<file path="src/rtl/clock_pkg.sv">
`default_nettype none
// ============================================================================
// Module      : clock_pkg
// Description : Shared types and constants for the clock display path.
//               Holds the digit index type, the active-low 7-segment patterns
//               (bit order {g,f,e,d,c,b,a}) and the number of display digits.
// Revision    : 1.0 - initial release
// ============================================================================
package clock_pkg;

    typedef logic [2:0] digit_idx_t;

    localparam int unsigned c_num_digits = 6;

    // Active-low segment patterns, {g,f,e,d,c,b,a}
    localparam logic [6:0] c_seg_0    = 7'b1000000;
    localparam logic [6:0] c_seg_1    = 7'b1111001;
    localparam logic [6:0] c_seg_2    = 7'b0100100;
    localparam logic [6:0] c_seg_3    = 7'b0110000;
    localparam logic [6:0] c_seg_4    = 7'b0011001;
    localparam logic [6:0] c_seg_5    = 7'b0010010;
    localparam logic [6:0] c_seg_6    = 7'b0000010;
    localparam logic [6:0] c_seg_7    = 7'b1111000;
    localparam logic [6:0] c_seg_8    = 7'b0000000;
    localparam logic [6:0] c_seg_9    = 7'b0010000;
    localparam logic [6:0] c_seg_dash = 7'b0111111;
    localparam logic [6:0] c_seg_off  = 7'b1111111;

    // Codes 10..15 are not valid BCD and all render as a dash
    localparam logic [6:0] c_seg_a    = c_seg_dash;
    localparam logic [6:0] c_seg_b    = c_seg_dash;
    localparam logic [6:0] c_seg_c    = c_seg_dash;
    localparam logic [6:0] c_seg_d    = c_seg_dash;
    localparam logic [6:0] c_seg_e    = c_seg_dash;
    localparam logic [6:0] c_seg_f    = c_seg_dash;

endpackage : clock_pkg
`default_nettype wire

</file>
<file path="src/rtl/bcd_to_7seg.sv">
`default_nettype none
// ============================================================================
// Module      : bcd_to_7seg
// Description : Combinational BCD to active-low 7-segment decoder.
//               Invalid codes (10..15) decode to a dash.
// Ports       : i_bcd  [3:0] - BCD digit
//               o_seg  [6:0] - segments {g,f,e,d,c,b,a}, active-low
// Revision    : 1.0 - initial release
// ============================================================================
module bcd_to_7seg
    import clock_pkg::*;
(
    input  logic [3:0] i_bcd,
    output logic [6:0] o_seg
);

    always_comb begin
        o_seg = c_seg_dash;
        case (i_bcd)
            4'd0:    o_seg = c_seg_0;
            4'd1:    o_seg = c_seg_1;
            4'd2:    o_seg = c_seg_2;
            4'd3:    o_seg = c_seg_3;
            4'd4:    o_seg = c_seg_4;
            4'd5:    o_seg = c_seg_5;
            4'd6:    o_seg = c_seg_6;
            4'd7:    o_seg = c_seg_7;
            4'd8:    o_seg = c_seg_8;
            4'd9:    o_seg = c_seg_9;
            4'd10:   o_seg = c_seg_a;
            4'd11:   o_seg = c_seg_b;
            4'd12:   o_seg = c_seg_c;
            4'd13:   o_seg = c_seg_d;
            4'd14:   o_seg = c_seg_e;
            default: o_seg = c_seg_f;
        endcase
    end

endmodule : bcd_to_7seg
`default_nettype wire

</file>
<file path="src/rtl/display_scan_7seg.sv">
`default_nettype none
// ============================================================================
// Module      : display_scan_7seg
// Description : Multiplexed 6-digit common-anode 7-segment scanner for the
//               hh.mm.ss clock. One digit slot lasts CLK_HZ/SCAN_HZ cycles,
//               the first BLANK_CYCLES of each slot have every anode off to
//               suppress ghosting. All six digits are snapshotted at frame
//               start so one frame never mixes old and new time.
// Ports       : main_clock        - system clock
//               main_reset        - asynchronous, active-high reset
//               s_lsd/s_msd       - seconds units / tens (BCD)
//               m_lsd/m_msd       - minutes units / tens (BCD)
//               h_lsd/h_msd       - hours units / tens (BCD)
//               an   [5:0]        - digit enables, active-low, an[k] = slot k
//               seg  [6:0]        - segments {g,f,e,d,c,b,a}, active-low
//               dp                - decimal point, active-low
// Revision    : 1.0 - initial release
// ============================================================================
module display_scan_7seg
    import clock_pkg::*;
#(
    parameter int unsigned CLK_HZ          = 50000000,
    parameter int unsigned SCAN_HZ         = 1000,
    parameter int unsigned BLANK_CYCLES    = 2,
    parameter int unsigned BLANK_LEAD_ZERO = 1
) (
    input  logic       main_clock,
    input  logic       main_reset,
    input  logic [3:0] s_lsd,
    input  logic [2:0] s_msd,
    input  logic [3:0] m_lsd,
    input  logic [2:0] m_msd,
    input  logic [3:0] h_lsd,
    input  logic [2:0] h_msd,
    output logic [5:0] an,
    output logic [6:0] seg,
    output logic       dp
);

    localparam int unsigned     c_div      = CLK_HZ / SCAN_HZ;
    localparam int unsigned     c_cnt_w    = (c_div > 1) ? $clog2(c_div) : 1;
    localparam logic [c_cnt_w-1:0] c_cnt_last = c_cnt_w'(c_div - 1);
    localparam digit_idx_t      c_last_idx = digit_idx_t'(c_num_digits - 1);

    // A slot must contain at least one lit cycle after its blanking interval
    generate
        if (c_div < BLANK_CYCLES + 1) begin : g_bad_timing
            $error("display_scan_7seg: CLK_HZ/SCAN_HZ must be >= BLANK_CYCLES+1");
        end
    endgenerate

    logic [c_cnt_w-1:0]               r_cnt;
    digit_idx_t                       r_idx;
    logic [c_num_digits-1:0][3:0]     r_snap;
    logic [5:0]                       r_an;
    logic [6:0]                       r_seg;
    logic                             r_dp;

    logic [3:0]                       w_digit;
    logic [6:0]                       w_dec_seg;
    logic                             w_blank;
    logic [5:0]                       w_an;
    logic [6:0]                       w_seg;
    logic                             w_dp;

    // ------------------------------------------------------------------
    // Prescaler, slot index and frame-start snapshot
    // ------------------------------------------------------------------
    always_ff @(posedge main_clock or posedge main_reset) begin
        if (main_reset) begin
            r_cnt  <= '0;
            r_idx  <= '0;
            r_snap <= '0;
        end else begin
            if (r_cnt == c_cnt_last) begin
                r_cnt <= '0;
                r_idx <= (r_idx == c_last_idx) ? '0 : r_idx + 3'd1;
            end else begin
                r_cnt <= r_cnt + 1'b1;
            end

            // Frame start: this also fires on the first edge after reset
            // release, so the first frame shows freshly sampled digits.
            if ((r_cnt == '0) && (r_idx == '0)) begin
                r_snap <= {{1'b0, h_msd}, h_lsd,
                           {1'b0, m_msd}, m_lsd,
                           {1'b0, s_msd}, s_lsd};
            end
        end
    end

    // ------------------------------------------------------------------
    // Current-slot digit select and decode
    // ------------------------------------------------------------------
    always_comb begin
        w_digit = r_snap[0];
        case (r_idx)
            3'd0:    w_digit = r_snap[0];
            3'd1:    w_digit = r_snap[1];
            3'd2:    w_digit = r_snap[2];
            3'd3:    w_digit = r_snap[3];
            3'd4:    w_digit = r_snap[4];
            3'd5:    w_digit = r_snap[5];
            default: w_digit = 4'd0;
        endcase
    end

    bcd_to_7seg u_dec (
        .i_bcd (w_digit),
        .o_seg (w_dec_seg)
    );

    generate
        if (BLANK_CYCLES > 0) begin : g_blank
            assign w_blank = (r_cnt < c_cnt_w'(BLANK_CYCLES));
        end else begin : g_no_blank
            assign w_blank = 1'b0;
        end
    endgenerate

    always_comb begin
        w_an  = '1;
        w_seg = c_seg_off;
        w_dp  = 1'b1;
        if (!w_blank) begin
            w_an  = ~(6'd1 << r_idx);
            w_seg = w_dec_seg;
            // Dark leading hours digit keeps its anode so slot timing and
            // brightness of the other digits are unaffected.
            if ((BLANK_LEAD_ZERO != 0) && (r_idx == c_last_idx) && (w_digit == 4'd0)) begin
                w_seg = c_seg_off;
            end
            // Separators after hours units and minutes units: hh.mm.ss
            w_dp  = !((r_idx == 3'd2) || (r_idx == 3'd4));
        end
    end

    // ------------------------------------------------------------------
    // Registered outputs
    // ------------------------------------------------------------------
    always_ff @(posedge main_clock or posedge main_reset) begin
        if (main_reset) begin
            r_an  <= '1;
            r_seg <= c_seg_off;
            r_dp  <= 1'b1;
        end else begin
            r_an  <= w_an;
            r_seg <= w_seg;
            r_dp  <= w_dp;
        end
    end

    assign an  = r_an;
    assign seg = r_seg;
    assign dp  = r_dp;

endmodule : display_scan_7seg
`default_nettype wire

</file>
<file path="config.mk">
export PLATFORM = sky130hd
export DESIGN_NAME = display_scan_7seg
export DESIGN_NICKNAME = d
export VERILOG_FILES = /design/src/rtl/clock_pkg.sv /design/src/rtl/bcd_to_7seg.sv /design/src/rtl/display_scan_7seg.sv
export SDC_FILE = /design/constraint.sdc
export NUM_CORES = 1
export LEC_CHECK = 0
export ABC_CLOCK_PERIOD_IN_PS = 3700
export CORE_UTILIZATION = 42
export DETAILED_ROUTE_END_ITERATION = 16
export HOLD_SLACK_MARGIN = 0.08
export PLACE_DENSITY = 0.69
export SYNTH_ARGS = -nofsm -noshare
export SYNTH_HDL_FRONTEND = slang
export SYNTH_SLANG_ARGS = --single-unit
</file>
<file path="constraint.sdc">
create_clock -name main_clock -period 3.7 [get_ports main_clock]
set_clock_uncertainty 0.1 [all_clocks]
set_input_delay 0.74 -clock main_clock [delete_from_list [all_inputs] [get_ports main_clock]]
set_output_delay 0.74 -clock main_clock [all_outputs]
set_load 0.03 [all_outputs]
</file>
## Word-level counts from Yosys, hierarchy flattened

Memory sizes are Yosys's and may differ from the RTL's.
Index checks and enable logic that the tools add are counted.

- Output and inout port bits: 14
- Flip-flop bits (word level): 54
- Memory bits (read-only): 112
- Memories: 1

- Equality and inequality tests: 6
- Mux-type cells: 7
- $add $sub $neg: 2
- Magnitude comparators: 1
- Shift-type cells: 1
- Reduce and logical (&&, ||, !) cells: 7
- Bitwise operators: 1

Memory list:

| memory | depth | bits a word | read ports | clocked after Yosys merged registers in | write ports | RTL line | text |
|---|---|---|---|---|---|---|---|
| (no name shown) | 16 | 7 | 1 | 0 | 0 | bcd_to_7seg.sv:19 | `case (i_bcd)` |

Operators by type and width:

| operator | number |
|---|---|
| $pmux 4 s6 | 1 |
| $add 16x1->16 const B | 1 |
| $eq 16x16->1 const B | 1 |
| $logic_not 16->1 | 1 |
| $lt 16x2->1 const B | 1 |
| $mux 16 | 1 |
| $mux 7 | 2 |
| $eq 3x2->1 const B | 2 |
| $eq 3x3->1 const B | 2 |
| $mux 6 | 1 |
| $not 6->6 | 1 |
| $shl 1x3->6 const A | 1 |
| $logic_not 4->1 | 1 |
| $add 3x1->3 const B | 1 |
| $eq 3x1->1 const B | 1 |
| $logic_not 3->1 | 1 |
| $mux 3 | 1 |
| $logic_and 1x1->1 | 2 |
| $logic_not 1->1 | 1 |
| $logic_or 1x1->1 | 1 |
| $mux 1 | 1 |

## Logic depth before layout (Yosys ltp)

Gate-level depths: netlist of the first run.

- Word-level depth: 6
- Depth in mapped cells: 11

## Hierarchy

Synthesis of the first run repeated with hierarchy kept, for this count alone.

- Cell total of the unflattened synthesis: 230
- Area total of the unflattened synthesis: 2647.5 um^2

Modules (own cells, without submodules):

| module | cells an instance | area each (um^2) | times used |
|---|---|---|---|
| display_scan_7seg | 199 | 2423.6 | 1 |
| bcd_to_7seg | 31 | 224.0 | 1 |

## Worst setup path before layout of the first run

OpenSTA, ideal clock, no wires.

- Path kind: register to register
- From: register r_idx[1]
- To: register r_seg[0], in the netlist seg[0]
- Cell stages (with the launch flop): 11
- Data arrival time: 2.456 ns
- Path buffers: 1
- Period minus slack after synthesis: 2.617 ns
- Setup slack: 1.083 ns
- Setup time: 0.062 ns
- Cells stage by stage: dfrtp_1 clkbuf_1 and2_1 ha_1 a222oi_1 a21boi_1 ha_1 nand4bb_1 o21ai_0 nand2b_1 o32a_1

- Longest elaborated chain between the ends: 6
- Elaborated cells on any way between the ends: 12

Ends and longest elaborated chain:

| element | RTL line | text |
|---|---|---|
| start, declared | display_scan_7seg.sv:53 | `digit_idx_t r_idx;` |
| start signal, assigned | display_scan_7seg.sv:77 | `r_idx <= (r_idx == c_last_idx) ? '0 : r_idx + 3'd1;` |
| parallel branches: the longest is 4 deep, another holds $mem_v2 16x7 | -- |  |
| $mux 7 * | display_scan_7seg.sv:130 | `if ((BLANK_LEAD_ZERO != 0) && (r_idx == c_last_idx) && (w_digit == 4'd0)) begin` |
| $mux 7 * | display_scan_7seg.sv:125 | `if (!w_blank) begin` |
| net w_seg[0] | display_scan_7seg.sv:63 | `logic [6:0] w_seg;` |
| end signal, assigned | display_scan_7seg.sv:144 | `r_seg <= c_seg_off;` |
| end signal, assigned | display_scan_7seg.sv:148 | `r_seg <= w_seg;` |
| end, declared | display_scan_7seg.sv:56 | `logic [6:0] r_seg;` |

Mark *: on every way through the listed nets, which the timed path passes.
A chain may end at the register's enable or synchronous reset.

## Final worst setup path of the first run

- From: register r_idx[2]
- To: register r_seg[3], in the netlist seg[3]

Same word-level chain as after synthesis.

==> results of run 1 <==
## through the flow
| stage | hold slack, ns | utilization | power [uW] |
|---|---|---|---|
| after floorplan | 0.350 | - | 682 |
| after global placement | 0.363 | 0.508 | 728 |
| after detailed placement | 0.370 | 0.508 | 729 |
| after CTS | 0.392 | 0.522 | 1050 |
| after global routing | 0.409 | 0.522 | 1080 |
| final | 0.389 | 0.522 | 1040 |
## cells by family (layout without fill, tap and decap cells)
logic type      after synthesis  in the layout  share of synthesized area
compound gates               19             19                     0.0538
xor+xnor                     16             16                     0.0543
fa+ha+maj                     9              9                     0.0436
buf+inv                      16             54                     0.0310
flops                        54             54                      0.530
mux                          28             28                      0.121
simple gates                 76             76                      0.166
## power breakdown
group	switching, uW	internal (uW)	leakage (uW)
sequential	8.13	613	0.000643
combinational	45.7	49.5	0.000641
clock	189	130	0.0000416
total	243	792	0.00132
## cells in the mapped netlist (2+ instances only)
master / number / area, um2
and2_1: 3 / 18.8
or3_1: 2 / 12.5
nor2b_1: 4 / 25.0
nand2_1: 9 / 33.8
nor4_1: 4 / 25.0
nand3b_1: 5 / 37.5
nand2b_1: 2 / 12.5
xnor2_1: 4 / 35.0
and4b_1: 2 / 20.0
a222oi_1: 2 / 20.0
dfstp_2: 14 / 368
and4_1: 2 / 17.5
o21a_1: 3 / 22.5
ha_1: 9 / 113
nor3_1: 3 / 15.0
o21ai_1: 4 / 20.0
dfrtp_1: 40 / 1000
inv_1: 6 / 22.5
buf_6: 2 / 22.5
xor2_1: 12 / 105
nor2_1: 17 / 63.8
nand4b_1: 2 / 17.5
mux2i_1: 2 / 20.0
and3_1: 5 / 31.3
clkbuf_1: 3 / 11.3
mux2_2: 2 / 22.5
mux2_1: 24 / 270
a21oi_1: 2 / 10.0
nand3_1: 10 / 50.1
buf_2: 4 / 20.0
o32a_1: 2 / 20.0
## cell usage in the layout, fill, tap and decap left out, drive strengths merged, types with 3 or more instances in the layout
cell type and instances:
ha 9, clkbuf 5, and3 5, clkdlybuf4s50 36, o21ai 5, inv 7
buf 3, nand3b 5, nor2 18, mux2 26, xor2 12, nand3 10
nor4 4, dfstp 14, dfrtp 40, nor2b 4, and2 3, nor3 3
xnor2 4, nand2 9, o21a 3
## cell type report
class,instances,area share
Multi-Input combinational cell,148,0.367
Clock inverter,3,0.00526
Tap cell,75,0.0304
Sequential cell,54,0.443
Timing Repair Buffer,39,0.124
Inverter,7,0.00850
Clock buffer,5,0.0223
## sequential cells by signal, indices dropped and copies added, names as in the netlist
signal and count:
r_idx 3, r_cnt 16, an 6, r_snap 21, dp 1, seg 7
## routing by layer
metal | track usage | part of all wire | up-vias | routed length [um]
met5 | 0 | 0 | - | 0
met4 | 0.0589 | 0.011 | 0 | 51
met3 | 0.0409 | 0.032 | 5 | 145
met2 | 0.243 | 0.44 | 30 | 2020
met1 | 0.223 | 0.51 | 849 | 2340
li1 | - | - | 839 | -
## path summary, 6_finish.rpt
kind / slack (ns) / cells after the start / startpoint / to
worst max-delay path: 0.67 / 9 / r_idx[2] / seg[3]
worst min-delay path: 0.39 / 1 / r_cnt[0] / r_cnt[0]
worst max register to register: 0.67 / 9 / r_idx[2] / seg[3]
worst min register to register: 0.39 / 1 / r_cnt[0] / r_cnt[0]
max in group asynchronous: 1.92 / 3 / main_reset / seg[3]
min in group asynchronous: 0.82 / 2 / main_reset / r_snap[19]
==> flow_metrics.py, run 1 <==
metrics = {
    "placement": {
        "post-place-ws_ns": 0.741,
        "placement.io_buffers": 36,
        "dp.cells": 323,
        "dp_hpwl_mm": 3.34,
        "placed_area_um2": 3010,
        "globalplace.congestion": 0.831,
    },
    "synth": {
        "syn_avg_cell_area_um2": 11.8,
        "ys_ff_latch": 54,
        "synthArstFlopShare": 1.00,
        "ys_types": 44,
        "ys_warn_count": 0,
        "synth_edf_count": 0,
        "ys_seq_area_frac": 0.530,
        "ys.flop_type": "dfrtp_1",
        "netlist_instances": 218,
        "synth_nets": 250,
        "synthesis.area_um2": 2580,
    },
    "clock_network": {
        "clk_latency_ns": 0.31,
        "h-tree-depth": 2,
        "path_clk_slew_ns": 0.10,
        "clk_path_buf_depth": 2,
        "cts_num_sinks": 54,
        "post_cts_buffers": 0,
        "cts_root_buf": "clkbuf_8",
        "cts_buffers": 5,
        "cts_hold_buffers": 0,
        "cts_tree": "done",
        "cts_resized": 0,
    },
    "worst_setup_path": {
        "cp_top_family": "compound AO/OA/AOI/OAI gates",
        "critical_path.endpoint_type": "flip-flop",
        "crit_top_cell": "ha_1",
        "arrival_ns": 3.17,
        "path_buf_inv": 1,
        "criticalPathCategory": "reg2reg",
        "cp.required_ns": 3.84,
        "startpoint_type": "flip-flop",
        "worstPathMaxFanout": 13,
        "path_cells": "inv_2 -> ha_1 -> a222oi_1 -> a21boi_1 -> ha_1 -> nand4bb_1 -> o21ai_0 -> nand2b_1 -> o32a_1",
        "max_stage_delay_ns": 0.64,
        "slowest_stage": "dfrtp_1",
    },
    "floorplan": {
        "start_util": 0.436,
        "ioPinCount": 37,
        "core_um2": 5920,
        "rows": 28,
        "fp.dieH_um": 80.4,
        "die_area_um2": 6470,
        "dieWidth_um": 80.4,
    },
    "detailed_routing": {
        "vias": 1723,
        "final_antenna_net_count": 0,
        "drtIter0Drc": 96,
        "routed_wl_mm": 4.56,
        "drc_errors": 0,
        "via_per_inst": 5.21,
        "first_pass_iters": 4,
        "wl_per_cell_um": 13.8,
    },
    "grt": {
        "overflow": 0,
        "grt_pass1_vias": 1684,
        "grt_max_degree": 44,
        "grt_pass1_wl_mm": 7.84,
        "antenna_found_initial": 0,
        "gr-usage-all-layers": 0.161,
    },
    "layout": {
        "multi_input_area_um2": 1130,
        "antenna_cells": 0,
        "synthToLayoutAreaGrowth_pct": 19.7,
        "seq_area_um2": 1370,
        "drive_gt1_frac": 0.113,
        "fill_cells": 538,
        "final_nets": 287,
        "final_cells": 331,
        "finish.instance_area_um2": 3090,
    },
    "timing": {
        "fin_ws_ns": 0.675,
        "tightest_slew_ns": 0.853,
        "fmax_ghz": 0.331,
        "grt_setup_unrepaired": "no",
        "slew_viol_final": 0,
        "finalCritPeriodShare": 0.818,
        "tns_ns": 0,
        "fin_crit_ns": 3.03,
        "setup_viol": 0,
        "finalHoldViolCount": 0,
        "slew_headroom": 0.430,
    },
    "power": {
        "ir_drop_mv": 0.196,
        "power_density_nw_per_um2": 335,
        "leakage_uw": 0.00132,
    },
    "status": {
        "status": "completed",
    },
    "min_path": {
        "hp-class": "reg2reg",
    },
    "flow_run": {
        "cap_violations": 0,
    },
}
Power figures use the tool's default switching activity.
==> run 2, diff against run 1 <==
- ABC_CLOCK_PERIOD_IN_PS: 3700 -> 2500
- PLACE_DENSITY: 0.69 -> 0.72
- clock period: 3.7 -> 2.5 ns (I/O delays scaled with it)
==> flow_metrics.py, run 2 (same netlist as run 1, synthesis figures left out) <==
metrics = {
    "status": {
        "status": "completed",
    },
    "power": {
        "p_seq_frac": 0.588,
        "p_sw_uw": 374,
        "totalPowerFinal_uw": 1560,
        "p_clk_frac": 0.315,
        "p_sw_frac": 0.240,
        "leakage_uw": 0.00141,
        "power_density_nw_per_um2": 479,
        "combinationalPowerShare": 0.097,
        "internal-power_uw": 1190,
        "ir_drop_mv": 0.264,
    },
    "layout": {
        "top_register": "r_snap",
        "drive_gt1_frac": 0.192,
        "layout_commonest_cell": "dfrtp_1",
        "antenna_cells": 0,
        "synthToLayoutAreaGrowth_pct": 26.5,
        "final_nets": 302,
        "mostFrequentLayoutCells": "39 x dfrtp_1, 36 x clkdlybuf4s50_1, 24 x mux2_1",
        "fill_cells": 503,
        "largest_reg_flops": 21,
    },
    "timing": {
        "grt_setup_unrepaired": "no",
        "setup_viol": 0,
        "tns_ns": 0,
        "finalHoldViolCount": 0,
        "fmax_ghz": 0.415,
        "slew_headroom": 0.656,
        "tightest_slew_ns": 0.516,
        "slew_viol_final": 0,
        "fin_crit_ns": 2.41,
        "finalCritPeriodShare": 0.965,
    },
    "clock_network": {
        "cts_num_sinks": 54,
        "clk_path_buf_depth": 2,
        "path_clk_slew_ns": 0.10,
        "cts_buffers": 5,
        "cts_tree": "done",
        "h-tree-depth": 2,
        "cts_root_buf": "clkbuf_8",
        "clk_latency_ns": 0.31,
        "cts_hold_buffers": 0,
    },
    "placement": {
        "placement.io_buffers": 36,
        "dp_hpwl_mm": 3.40,
        "globalplace.congestion": 0.820,
    },
    "grt": {
        "overflow": 0,
        "grt_pass1_wl_mm": 8.04,
        "gr-usage-all-layers": 0.162,
        "grt_max_degree": 33,
        "grt_pass1_vias": 1708,
        "antenna_found_initial": 0,
    },
    "detailed_routing": {
        "final_antenna_net_count": 0,
        "routed_wl_mm": 4.67,
        "wl_per_cell_um": 13.5,
        "first_pass_iters": 4,
        "vias": 1798,
        "drc_errors": 0,
        "drtIter0Drc": 87,
        "via_per_inst": 5.20,
    },
    "floorplan": {
        "fp.dieH_um": 80.4,
        "ioPinCount": 37,
        "dieWidth_um": 80.4,
        "die_area_um2": 6470,
        "start_util": 0.436,
        "core_um2": 5920,
        "rows": 28,
    },
    "flow_run": {
        "cap_violations": 0,
    },
    "worst_setup_path": {
        "criticalPathCategory": "reg2reg",
        "worstPathMaxFanout": 6,
        "critical_path.endpoint_type": "flip-flop",
        "cp.required_ns": 2.60,
        "arrival_ns": 2.51,
        "startpoint_type": "flip-flop",
    },
    "min_path": {
        "hp-class": "reg2reg",
    },
}
## run 2: what timing repair did
action                                  4_1_cts  5_1_grt
gates resized for setup                       1        6
pin swaps                                     0        1
buffers inserted                              0        5
endpoints found under the setup margin        2        6
## run 2: final timing paths
check,to,startpoint,slack (ns),cells past startpoint
setup / recovery,seg[4],r_idx[2],0.09,8
hold / removal,r_cnt[11],r_cnt[11],0.40,1
setup reg to reg,seg[4],r_idx[2],0.09,8
hold reg to reg,r_cnt[11],r_cnt[11],0.40,1
max in group asynchronous,an[2],main_reset,1.24,3
min in group asynchronous,r_snap[3],main_reset,0.44,2
## run 2: metal layers
| layer | track usage | vias to the layer above | share of wire |
|---|---|---|---|
| li1 | - | 869 | - |
| met1 | 0.230 | 886 | 0.50 |
| met2 | 0.250 | 39 | 0.46 |
| met3 | 0.0273 | 4 | 0.031 |
| met4 | 0.0536 | 0 | 0.012 |
| met5 | 0 | - | 0 |
## run 2: power by group through the flow
stage	logic [uW]	registers [uW]	clock network, uW
2_1_floorplan	58.6	952	0
3_3_place_gp	148	935	0
3_5_place_dp	151	935	0
4_1_cts	152	919	514
5_1_grt	167	922	545
6_report	152	919	492
## run 2: area by class of cell
type	count	area, um2	area share
clock buffers	5	68.8	0.0211
clock inverters	3	23.8	0.00728
inverters	7	26.3	0.00805
multi-input cells	148	1160	0.357
flip-flops and latches	54	1370	0.420
well taps	75	93.8	0.0287
repair buffers	54	518	0.159
## run 2: critical path, stage by stage, from the launching register on
cell and delay, ns:
dfrtp_2 0.47, mux2_1 0.33, a222oi_1 0.29, a21boi_2 0.22
buf_4 0.16, inv_1 0.07, ha_1 0.20, nor3b_1 0.14
o311ai_1 0.33
## run 2: per-stage QoR
step           cells  setup WS, ns  hold WS [ns]  utilization  cell area, um2
2_1_floorplan    218        0.0343         0.350            -            2590
3_3_place_gp     333         0.118         0.370        0.525            3110
3_5_place_dp     333        0.0185         0.381        0.525            3110
4_1_cts          341        0.0423         0.402        0.541            3200
5_1_grt          346       0.00415         0.432        0.552            3270
6_report         346        0.0885         0.399        0.552            3270
